### src/rtl/i2c_arb_pkg.sv
// Shared types, default timing constants and round-robin selection for the I2C bus arbiter.
package i2c_arb_pkg;

  typedef enum logic [1:0] {
    IDLE    = 2'd0,
    GRANT   = 2'd1,
    BUSY    = 2'd2,
    HOLDOFF = 2'd3
  } arb_state_t;

  localparam int unsigned MAX_MASTER         = 8;
  localparam int unsigned DEF_SYNC_STAGES    = 2;
  localparam int unsigned DEF_CNT_W          = 20;
  localparam int unsigned DEF_GRANT_TIMEOUT  = 1000;
  localparam int unsigned DEF_HOLDOFF_CYCLES = 64;
  localparam int unsigned DEF_BUSY_TIMEOUT   = 100000;

  // First eligible index at or after ptr, wrapping modulo n; returns ptr when nothing is eligible.
  function automatic logic [2:0] rr_pick(input logic [MAX_MASTER-1:0] elig,
                                         input logic [2:0]            ptr,
                                         input int unsigned           n);
    logic        found;
    int unsigned j;
    rr_pick = ptr;
    found   = 1'b0;
    for (int unsigned k = 0; k < MAX_MASTER; k++) begin
      j = 32'(ptr) + k;
      if (j >= n) j = j - n;
      if (!found && (k < n) && elig[3'(j)]) begin
        rr_pick = 3'(j);
        found   = 1'b1;
      end
    end
  endfunction

endpackage

### src/rtl/i2c_bus_cond_detect.sv
// Synchronizes SCL/SDA and emits registered START/STOP pulses plus an SCL edge strobe.
module i2c_bus_cond_detect
  import i2c_arb_pkg::*;
#(
  parameter int unsigned SYNC_STAGES = DEF_SYNC_STAGES
) (
  input  logic clk,
  input  logic rst,
  input  logic scl_i,
  input  logic sda_i,
  output logic start_seen,
  output logic stop_seen,
  output logic scl_edge
);

  logic [SYNC_STAGES-1:0] scl_sync;
  logic [SYNC_STAGES-1:0] sda_sync;
  logic                   scl_prev;
  logic                   sda_prev;
  logic                   scl_s;
  logic                   sda_s;

  assign scl_s = scl_sync[SYNC_STAGES-1];
  assign sda_s = sda_sync[SYNC_STAGES-1];

  // Idle bus is high, so presetting to 1 avoids a false condition out of reset.
  always_ff @(posedge clk) begin
    if (rst) begin
      scl_sync   <= '1;
      sda_sync   <= '1;
      scl_prev   <= 1'b1;
      sda_prev   <= 1'b1;
      start_seen <= 1'b0;
      stop_seen  <= 1'b0;
      scl_edge   <= 1'b0;
    end else begin
      scl_sync   <= {scl_sync[SYNC_STAGES-2:0], scl_i};
      sda_sync   <= {sda_sync[SYNC_STAGES-2:0], sda_i};
      scl_prev   <= scl_s;
      sda_prev   <= sda_s;
      start_seen <= scl_prev & scl_s & sda_prev & ~sda_s;
      stop_seen  <= scl_prev & scl_s & ~sda_prev & sda_s;
      scl_edge   <= scl_prev ^ scl_s;
    end
  end

endmodule

### src/rtl/i2c_bus_arbiter.sv
// Round-robin owner selection for a shared I2C bus, holding grant across START..STOP.
// Optional BUSY-state SCL watchdog enabled by defining I2C_ARB_WATCHDOG_EN.
module i2c_bus_arbiter
  import i2c_arb_pkg::*;
#(
  parameter int unsigned N_MASTER       = 4,
  parameter int unsigned SYNC_STAGES    = DEF_SYNC_STAGES,
  parameter int unsigned CNT_W          = DEF_CNT_W,
  parameter int unsigned GRANT_TIMEOUT  = DEF_GRANT_TIMEOUT,
  parameter int unsigned HOLDOFF_CYCLES = DEF_HOLDOFF_CYCLES,
  parameter int unsigned BUSY_TIMEOUT   = DEF_BUSY_TIMEOUT
) (
  input  logic                        clk,
  input  logic                        rst,
  input  logic [N_MASTER-1:0]         req,
  input  logic [N_MASTER-1:0]         master_mask,
  input  logic                        scl_i,
  input  logic                        sda_i,
  input  logic                        err_clear,
  output logic [N_MASTER-1:0]         grant,
  output logic                        grant_valid,
  output logic [$clog2(N_MASTER)-1:0] grant_id,
  output logic                        bus_busy,
  output logic                        start_seen,
  output logic                        stop_seen,
  output logic                        timeout_err
);

  localparam int unsigned ID_W = $clog2(N_MASTER);
  localparam logic [CNT_W-1:0] GRANT_LIM   = CNT_W'(GRANT_TIMEOUT);
  localparam logic [CNT_W-1:0] HOLDOFF_LIM = CNT_W'(HOLDOFF_CYCLES);
  localparam logic [CNT_W-1:0] BUSY_LIM    = CNT_W'(BUSY_TIMEOUT);

  arb_state_t            state;
  logic [ID_W-1:0]       ptr;
  logic [CNT_W-1:0]      cnt;
  logic [CNT_W-1:0]      cnt_nxt;
  logic                  scl_edge;
  logic [N_MASTER-1:0]   eligible;
  logic [MAX_MASTER-1:0] elig_ext;
  logic [2:0]            pick;
  logic [ID_W-1:0]       sel_id;
  logic [ID_W-1:0]       ptr_after;
  logic [N_MASTER-1:0]   sel_onehot;

  i2c_bus_cond_detect #(
    .SYNC_STAGES(SYNC_STAGES)
  ) u_cond_detect (
    .clk       (clk),
    .rst       (rst),
    .scl_i     (scl_i),
    .sda_i     (sda_i),
    .start_seen(start_seen),
    .stop_seen (stop_seen),
    .scl_edge  (scl_edge)
  );

  // Selection and saturating counter increment.
  always_comb begin
    eligible   = req & master_mask;
    elig_ext   = MAX_MASTER'(eligible);
    pick       = rr_pick(elig_ext, 3'(ptr), N_MASTER);
    sel_id     = ID_W'(pick);
    ptr_after  = (sel_id == ID_W'(N_MASTER - 1)) ? '0 : sel_id + ID_W'(1);
    sel_onehot = {{(N_MASTER-1){1'b0}}, 1'b1} << sel_id;
    cnt_nxt    = (&cnt) ? cnt : cnt + CNT_W'(1);
  end

  always_ff @(posedge clk) begin
    if (rst) begin
      state       <= IDLE;
      ptr         <= '0;
      cnt         <= '0;
      grant       <= '0;
      grant_valid <= 1'b0;
      grant_id    <= '0;
      bus_busy    <= 1'b0;
      timeout_err <= 1'b0;
    end else begin
      // Later assignments in the case below let a new error win over err_clear.
      if (err_clear) timeout_err <= 1'b0;
      case (state)
        IDLE: begin
          if (|eligible) begin
            grant       <= sel_onehot;
            grant_valid <= 1'b1;
            grant_id    <= sel_id;
            ptr         <= ptr_after;
            cnt         <= '0;
            state       <= GRANT;
          end
        end
        GRANT: begin
          if (start_seen) begin
            bus_busy <= 1'b1;
            cnt      <= '0;
            state    <= BUSY;
          end else if (!req[grant_id] || !master_mask[grant_id]) begin
            grant       <= '0;
            grant_valid <= 1'b0;
            state       <= IDLE;
          end else if (cnt_nxt >= GRANT_LIM) begin
            timeout_err <= 1'b1;
            grant       <= '0;
            grant_valid <= 1'b0;
            cnt         <= '0;
            state       <= HOLDOFF;
          end else begin
            cnt <= cnt_nxt;
          end
        end
        BUSY: begin
          // Requests are ignored here; only STOP or a mask revoke end ownership.
          if (stop_seen || !master_mask[grant_id]) begin
            grant       <= '0;
            grant_valid <= 1'b0;
            bus_busy    <= 1'b0;
            cnt         <= '0;
            state       <= HOLDOFF;
          end else if (scl_edge) begin
            cnt <= '0;
          end else if (cnt_nxt >= BUSY_LIM) begin
`ifdef I2C_ARB_WATCHDOG_EN
            timeout_err <= 1'b1;
            grant       <= '0;
            grant_valid <= 1'b0;
            bus_busy    <= 1'b0;
            cnt         <= '0;
            state       <= HOLDOFF;
`else
            cnt <= BUSY_LIM;
`endif
          end else begin
            cnt <= cnt_nxt;
          end
        end
        HOLDOFF: begin
          if (start_seen) begin
            cnt <= '0;
          end else if (cnt_nxt >= HOLDOFF_LIM) begin
            cnt   <= '0;
            state <= IDLE;
          end else begin
            cnt <= cnt_nxt;
          end
        end
        default: state <= IDLE;
      endcase
    end
  end

endmodule

### config.mk
export PLATFORM = sky130hd
export DESIGN_NAME = i2c_bus_arbiter
export DESIGN_NICKNAME = d
export VERILOG_FILES = /design/src/rtl/i2c_arb_pkg.sv /design/src/rtl/i2c_bus_cond_detect.sv /design/src/rtl/i2c_bus_arbiter.sv
export SDC_FILE = /design/constraint.sdc
export NUM_CORES = 1
export LEC_CHECK = 0
export ABC_AREA = 0
export ABC_CLOCK_PERIOD_IN_PS = 2940
export BUFFER_PORTS_ARGS = -buffer_cell sky130_fd_sc_hd__buf_2
export CORE_ASPECT_RATIO = 0.5
export CORE_MARGIN = 5
export CORE_UTILIZATION = 35
export CTS_CLUSTER_SIZE = 28
export DETAILED_ROUTE_END_ITERATION = 16
export GPL_ROUTABILITY_DRIVEN = 0
export GPL_TIMING_DRIVEN = 0
export PLACE_DENSITY = 0.56
export SYNTH_ARGS = -nofsm -noshare
export SYNTH_HDL_FRONTEND = slang
export SYNTH_SLANG_ARGS = --single-unit
export TNS_END_PERCENT = 5
### constraint.sdc
create_clock -name clk -period 2.94 [get_ports clk]
set_input_delay 0.588 -clock clk [delete_from_list [all_inputs] [get_ports clk]]
set_output_delay 0.588 -clock clk [all_outputs]
set_load 0.05 [all_outputs]
==> impl_results.md, run 1 <==
- Setup tns final: -230 ps
- Final count of pins violating max slew: 0
- Largest net degree at the start of global routing: 16
- DIE HEIGHT: between 70 and 80 microns
- Main flop type after synthesis: dfxtp_1
- Mapped Area: roughly 2900 sq um
- Placed inst area: approximately 3100 sq um
- Post-Syn Nets: 361
- Final Worst Setup Slack: -95.9 ps
- Port Buffer Count: 23
- Crit-path max cell delay: approximately 400 ps
- Max VDD drop: 269 uV
- CTS buffer count: 5
- Leak: about 0.0015 uW
- Placement Setup Slack: -496 ps
- Layout fillers: around 760
- DR iter-0 viols: 181
- Initial antenna violation count: 0
- Count of flip-flops with a built-in enable after synthesis: 0
- Clock Sinks: 42
- Largest cells by area after synthesis: dfxtp_1 29%, ha_1 4.8%, nor2_1 3.9%, a21oi_1 3.9%, nand2_1 3.8%
- Seq/Total Area, Yosys: 0.294
- Register clock-pin slew on the reported worst setup and hold paths: ~70 ps
- Sequential cell area: just under 900 sq um
- Flops & latches, synth: between 40 and 50
- Core box area: ~8000 sq um
- Failing checks: setup timing
- CTS tree: yes
- CP top delay family: simple AND/OR/NAND/NOR gates
- Root Buffer: clkbuf_16
- DIE AREA: 10200 sq um
- DRC violations left: 0
- Wire per inst: between 15 and 20 microns
- DRT antenna net count: 0
- Die width: 138 microns
- # setup viols final: 6
- Final core occ: 0.477
- CTS H-tree depth: 2
- Max-Cap Viols: 0
- TritonRoute pass-1 iters: 5
- Initial core utilization: 0.358
- Hold Buf Count CTS: 0
- Top cell type's share of synthesized area: 0.294
- Area of the multi-input gates: roughly 2100 sq um
- Worst EP required: about 3200 ps
- Worst Path Max Fanout: 9
- Fin crit share: 1.03
- Final Hold Fails: 0
- Mapped Cells: around 340
- FP Rows: 23
- IO Pins: 24
- CP max stage cell: or3_1
- Share of cells above drive strength 1: 0.364
- Max_slew headroom: 0.405
- Top cell by count, worst path: buf_4
- Clk Latency, worst-skew pair: ~290 ps
- Area growth syn-to-layout: 33.2%
- Via/cell ratio: about 5.8
- Total number of yosys warnings: 0
- N_diodes: 0
- CP Capture Type: flip-flop
- Fin Hold WS: about 400 ps
- Tmin final: 3040 ps
- Synth area leader: dfxtp_1
- Crit-path cells: buf_6, buf_4, and4_1, nand4_1, buf_4, and4_4, o211ai_1, nor3b_4, a2111oi_4, buf_4, o21ai_4, or3_1, o21ai_1
- WP data arrival: 3250 ps
- Setup Skew: between 5 and 6 ps
- Worst Path Buf+Inv: 4
- Overflow after GRT: 0
- Worst Tran Pin Value: slightly below 900 ps
- Async set-reset flop share out of synthesis: 0
- CTS Buffer Depth: 2
- GRT Util Overall: 0.163
- RSZ-0062 raised after global routing: yes
- Post-Layout Inst Area: 3800 sq um
- Register-to-register setup slack: -100 ps
- Post-DP HPWL: 5830 microns
- First-pass GRT wire length: ~13000 microns
- Kind of critical path: flip-flop to flip-flop
- Via count: just under 3000
- Final WL: 8580 microns
- Syn_area_per_cell: 8.48 sq um
- Nets@finish: approximately 420
- Max Fclk: 329 MHz
- Outcome: finished, violations left
- Vias in the first global route: approximately 2700
- Min-Delay Path Class: flip-flop to flip-flop
- PwrDens: between 400 and 500 nW/um^2
- Critical Path Source Type: flip-flop
- Post-synthesis cell type count: 71
cell type report:
type	instances	area share
clock buffers	5	0.0329
plain buffers	10	0.0217
inverters	12	0.0118
clock inverters	3	0.00625
well taps	112	0.0368
multi-input cells	273	0.564
repair buffers	56	0.0983
flip-flops and latches	42	0.228
Yosys cell counts (4+ instances only):
cell type / n
or3_1: 5
nand4_1: 10
buf_2: 6
inv_1: 12
nand2_1: 29
o21ai_0: 16
a31oi_1: 9
xnor2_1: 6
and4_1: 7
nand2b_1: 7
and3_1: 4
a211oi_1: 4
nor2b_1: 5
or2_2: 8
nor2_1: 30
o31ai_1: 4
a21oi_1: 22
and2_1: 4
dfxtp_1: 42
nor3_1: 6
nor4_1: 5
nand3b_1: 5
nand3_1: 9
a21o_1: 4
ha_1: 11
per-layer routing:
metal	track usage	share of wire	vias up
met4	0.0493	0.027	0
met5	0	0	-
met1	0.215	0.44	1421
li1	-	-	1396
met3	0.0246	0.059	21
met2	0.276	0.47	116
power by group:
group / internal, uW / switching (uW)
combinational: 166 / 292
sequential: 599 / 33.9
clock: 318 / 249
state kept, by name (all words and copies together) (netlist names), 2 cells and up, named ones only:
signal and cells:
cnt 20, u_cond_detect.sda_sync 2, ptr 2, grant 4, grant_id 2, u_cond_detect.scl_sync 2
timing repair:
action | CTS | global route
gates cloned | 1 | 0
buffers inserted | 18 | 15
pin swaps | 20 | 20
endpoints found under the setup margin | 24 | 22
resized for setup | 51 | 24
through the flow:
stage / power (uW) / instances
after floorplan: 958 / 337
after global placement: 1060 / 472
after detailed placement: 1060 / 472
after CTS: 1660 / 499
after global routing: 1740 / 513
final: 1660 / 513
cell usage in the layout (no fill, tap or decap), types with 4 or more instances in the layout:
cell type	n
and4_1	5
clkbuf_16	5
nor2_1	28
buf_2	23
a21o_1	4
nand3b_1	5
nor3_1	4
nand3_1	7
nor2b_1	5
ha_1	10
a211oi_1	4
o21ai_0	15
xnor2_1	5
dfxtp_1	30
nand2b_1	6
buf_6	8
a31oi_1	7
nand4_1	10
buf_4	32
dfxtp_4	5
inv_1	12
o31ai_1	4
nand2_1	28
a21oi_1	21
dfxtp_2	7
or2_2	8
path summary, 6_finish.rpt:
path | endpoint | depth (start not counted) | from
hold / removal | u_cond_detect.sda_sync[1] | 1 | u_cond_detect.sda_sync[0]
setup / recovery | cnt[12] | 13 | cnt[11]
setup reg to reg | cnt[12] | 13 | cnt[11]
hold reg to reg | u_cond_detect.sda_sync[1] | 1 | u_cond_detect.sda_sync[0]
cell families (layout without fill, tap and decap cells):
kind of cell	count (synthesis)	after routing	synth area share
AO/OA/AOI/OAI	94	95	0.247
XOR/XNOR	9	9	0.0276
adder cells (fa/ha/maj)	11	11	0.0482
buffers and inverters	23	86	0.0368
flip-flops	42	42	0.294
multiplexers	5	5	0.0285
AND/OR/NAND/NOR	153	153	0.317
Power figures use the tool's default switching activity.
==> inputs of run 2 (changes only) <==
--- a/config.mk
+++ b/config.mk
@@ -6,7 +6,7 @@
 export NUM_CORES = 1
 export LEC_CHECK = 0
 export ABC_AREA = 0
-export ABC_CLOCK_PERIOD_IN_PS = 2940
+export ABC_CLOCK_PERIOD_IN_PS = 3500
 export BUFFER_PORTS_ARGS = -buffer_cell sky130_fd_sc_hd__buf_2
 export CORE_ASPECT_RATIO = 0.5
 export CORE_MARGIN = 5
@@ -15,7 +15,7 @@
 export DETAILED_ROUTE_END_ITERATION = 16
 export GPL_ROUTABILITY_DRIVEN = 0
 export GPL_TIMING_DRIVEN = 0
-export PLACE_DENSITY = 0.56
+export PLACE_DENSITY = 0.54
 export SYNTH_ARGS = -nofsm -noshare
 export SYNTH_HDL_FRONTEND = slang
 export SYNTH_SLANG_ARGS = --single-unit
==> constraint.sdc (replaced) <==
create_clock -name clk -period 3.5 [get_ports clk]
set_input_delay 0.7 -clock clk [delete_from_list [all_inputs] [get_ports clk]]
set_output_delay 0.7 -clock clk [all_outputs]
set_load 0.05 [all_outputs]
==> impl_results.md, run 2 (synthesis gave the netlist of run 1 again) <==
- Outcome: completed
- Initial core utilization: 0.358 (unchanged)
- DIE AREA: 10200 sq um (unchanged)
- Dpl cells: 472 (unchanged)
- Max Fclk: 310 MHz (-5.8%)
- Max_slew headroom: 0.502 (+0.0965)
- Commonest cells after routing, fill and taps aside: 40 x dfxtp_1, 30 x nor2_1, 29 x nand2_1, 29 x buf_2, 22 x a21oi_1
- CTS Buffer Depth: 2 (unchanged)
- Worst EP required: 3720 ps (+560 ps)
- DRC violations left: 0 (unchanged)
- Commonest non-fill, non-tap cell in the layout: dfxtp_1
- Die width: 138 microns (unchanged)
- Kind of critical path: flip-flop to flip-flop
- Final Hold Fails: 0 (unchanged)
- CTS buffer count: 5 (unchanged)
- Non-filler cells, final: 480 (-6.4%)
- Placed inst area: 3110 sq um (unchanged)
- Largest net degree at the start of global routing: 16 (unchanged)
- Core box area: 7970 sq um (unchanged)
- Leak: 0.00124 uW (-18%)
- Via count: 2636 (-11%)
- Clock Sinks: 42 (unchanged)
- Worst Path Max Fanout: 10 (+1)
- Max-Cap Viols: 0 (unchanged)
- Port Buffer Count: 23 (unchanged)
- FP Rows: 23 (unchanged)
- Initial antenna violation count: 0 (unchanged)
- Final Worst Setup Slack: 277 ps (+373 ps)
- Final count of pins violating max slew: 0 (unchanged)
- DR iter-0 viols: 120 (-34%)
- Share of cells above drive strength 1: 0.215 (-0.149)
- CP Capture Type: flip-flop
- First-pass GRT wire length: 12600 microns (-4.8%)
- Clk Latency, worst-skew pair: 290 ps (about the same)
- GRT Util Overall: 0.157 (-0.00631)
- Root Buffer: clkbuf_16
- Register clock-pin slew on the reported worst setup and hold paths: 70 ps (about the same)
- Top Registers: cnt: 20 flops, grant: 4 flops
- Overflow after GRT: 0 (unchanged)
- DIE HEIGHT: 73.9 microns (unchanged)
- Hold Buf Count CTS: 0 (unchanged)
- WP data arrival: 3450 ps (+200 ps)
- Setup tns final: 0 ps (+230 ps)
- Max VDD drop: 308 uV (+15%)
- Area growth syn-to-layout: 16.2%
- Vias in the first global route: 2597 (-4.7%)
- Fin Hold WS: 409 ps (-1.52 ps)
- CP max stage cell: nor4_2
- Post-Layout Inst Area: 3320 sq um (-13%)
- Biggest register: cnt
- Tmin final: 3220 ps (+187 ps)
- Critical Path Source Type: flip-flop
- RSZ-0062 raised after global routing: no
- CTS tree: yes
- Fin crit share: 0.921 (-0.112)
- Final WL: 7540 microns (-12%)
- Wire per inst: 15.7 microns (-6.1%)
- Worst Tran Pin Value: 747 ps (-145 ps)
- # setup viols final: 0 (-6)
- Max FFs per register: 20 (unchanged)
- DRT antenna net count: 0 (unchanged)
- Post-DP HPWL: 5830 microns (about the same)
- PwrDens: 410 nW/um^2 (-6.0%)
- Top cell by count, worst path: a2111oi_4
- Setup Skew: 3.34 ps (-2.20 ps)
- N_diodes: 0 (unchanged)
- Nets@finish: 391 (-7.8%)
- IO Pins: 24 (unchanged)
- Placement Setup Slack: 53.5 ps (+549 ps)
- Crit-path cells: nand4_1, nor4_2, mux2i_2, a21o_1, a2111oi_4, a2111oi_4, o21ai_4, or3_1, o21ai_1
- CTS H-tree depth: 2 (unchanged)
- Min-Delay Path Class: flip-flop to flip-flop
- Crit-path max cell delay: 570 ps (+170 ps)
- TritonRoute pass-1 iters: 4 (-1)
- Via/cell ratio: 5.49 (-4.6%)
==> run 2: cell count changes in the layout (fill, tap and decap cells not counted), sizes merged <==
cell	delta
o21ai	-1
buf	-32
==> run 2: final cells by class <==
type	count	area, sq um
multi-input cells	272	1970
plain buffers	11	60.1
inverters	12	45.0
fillers	828	4650
clock inverters	3	23.8
well taps	112	140
repair buffers	23	115
flip-flops and latches	42	843
clock buffers	5	125
==> run 2: metrics by stage <==
| stage | power, uW | util |
|---|---|---|
| detailed placement | 895 | 0.390 |
| finish | 1360 | 0.416 |
| CTS | 1370 | 0.410 |
| global placement | 888 | 0.390 |
| floorplan | 805 | - |
| global route | 1440 | 0.416 |
==> run 2: per-layer routing <==
metal,vias up,global-route usage,share of wire,routed length (microns)
met1,1250,0.208,0.49,3670
met5,-,0,0,0
li1,1331,-,-,-
met4,0,0.0449,0.014,106
met3,13,0.0363,0.040,298
met2,42,0.255,0.46,3460
==> run 2: final timing paths <==
| kind | from | to | slack [ps] | cells past startpoint |
|---|---|---|---|---|
| max | cnt[10] | cnt[12] | 280 | 9 |
| max reg2reg | cnt[10] | cnt[12] | 280 | 9 |
| min | u_cond_detect.sda_sync[0] | u_cond_detect.sda_sync[1] | 410 | 1 |
| min reg2reg | u_cond_detect.sda_sync[0] | u_cond_detect.sda_sync[1] | 410 | 1 |
==> run 2: what timing repair did <==
action                                 in CTS  in global routing
endpoints found under the hold margin       0                  0
resized for setup                           1                 10
gates cloned                                0                  0
setup endpoints to repair                   1                 19
buffers inserted                            0                  0
==> run 2: power breakdown <==
group          switching [uW]  internal (uW)  total [uW]
Clock                     209            267         476
Sequential               28.9            507         535
Combinational             229            120         349
==> run 2: worst max-delay path, delay by kind of cell, from the launching register on <==
family | cells | cell delay [ps]
simple gates | 3 | 1230
flops | 1 | 510
mux | 1 | 440
compound gates | 5 | 970
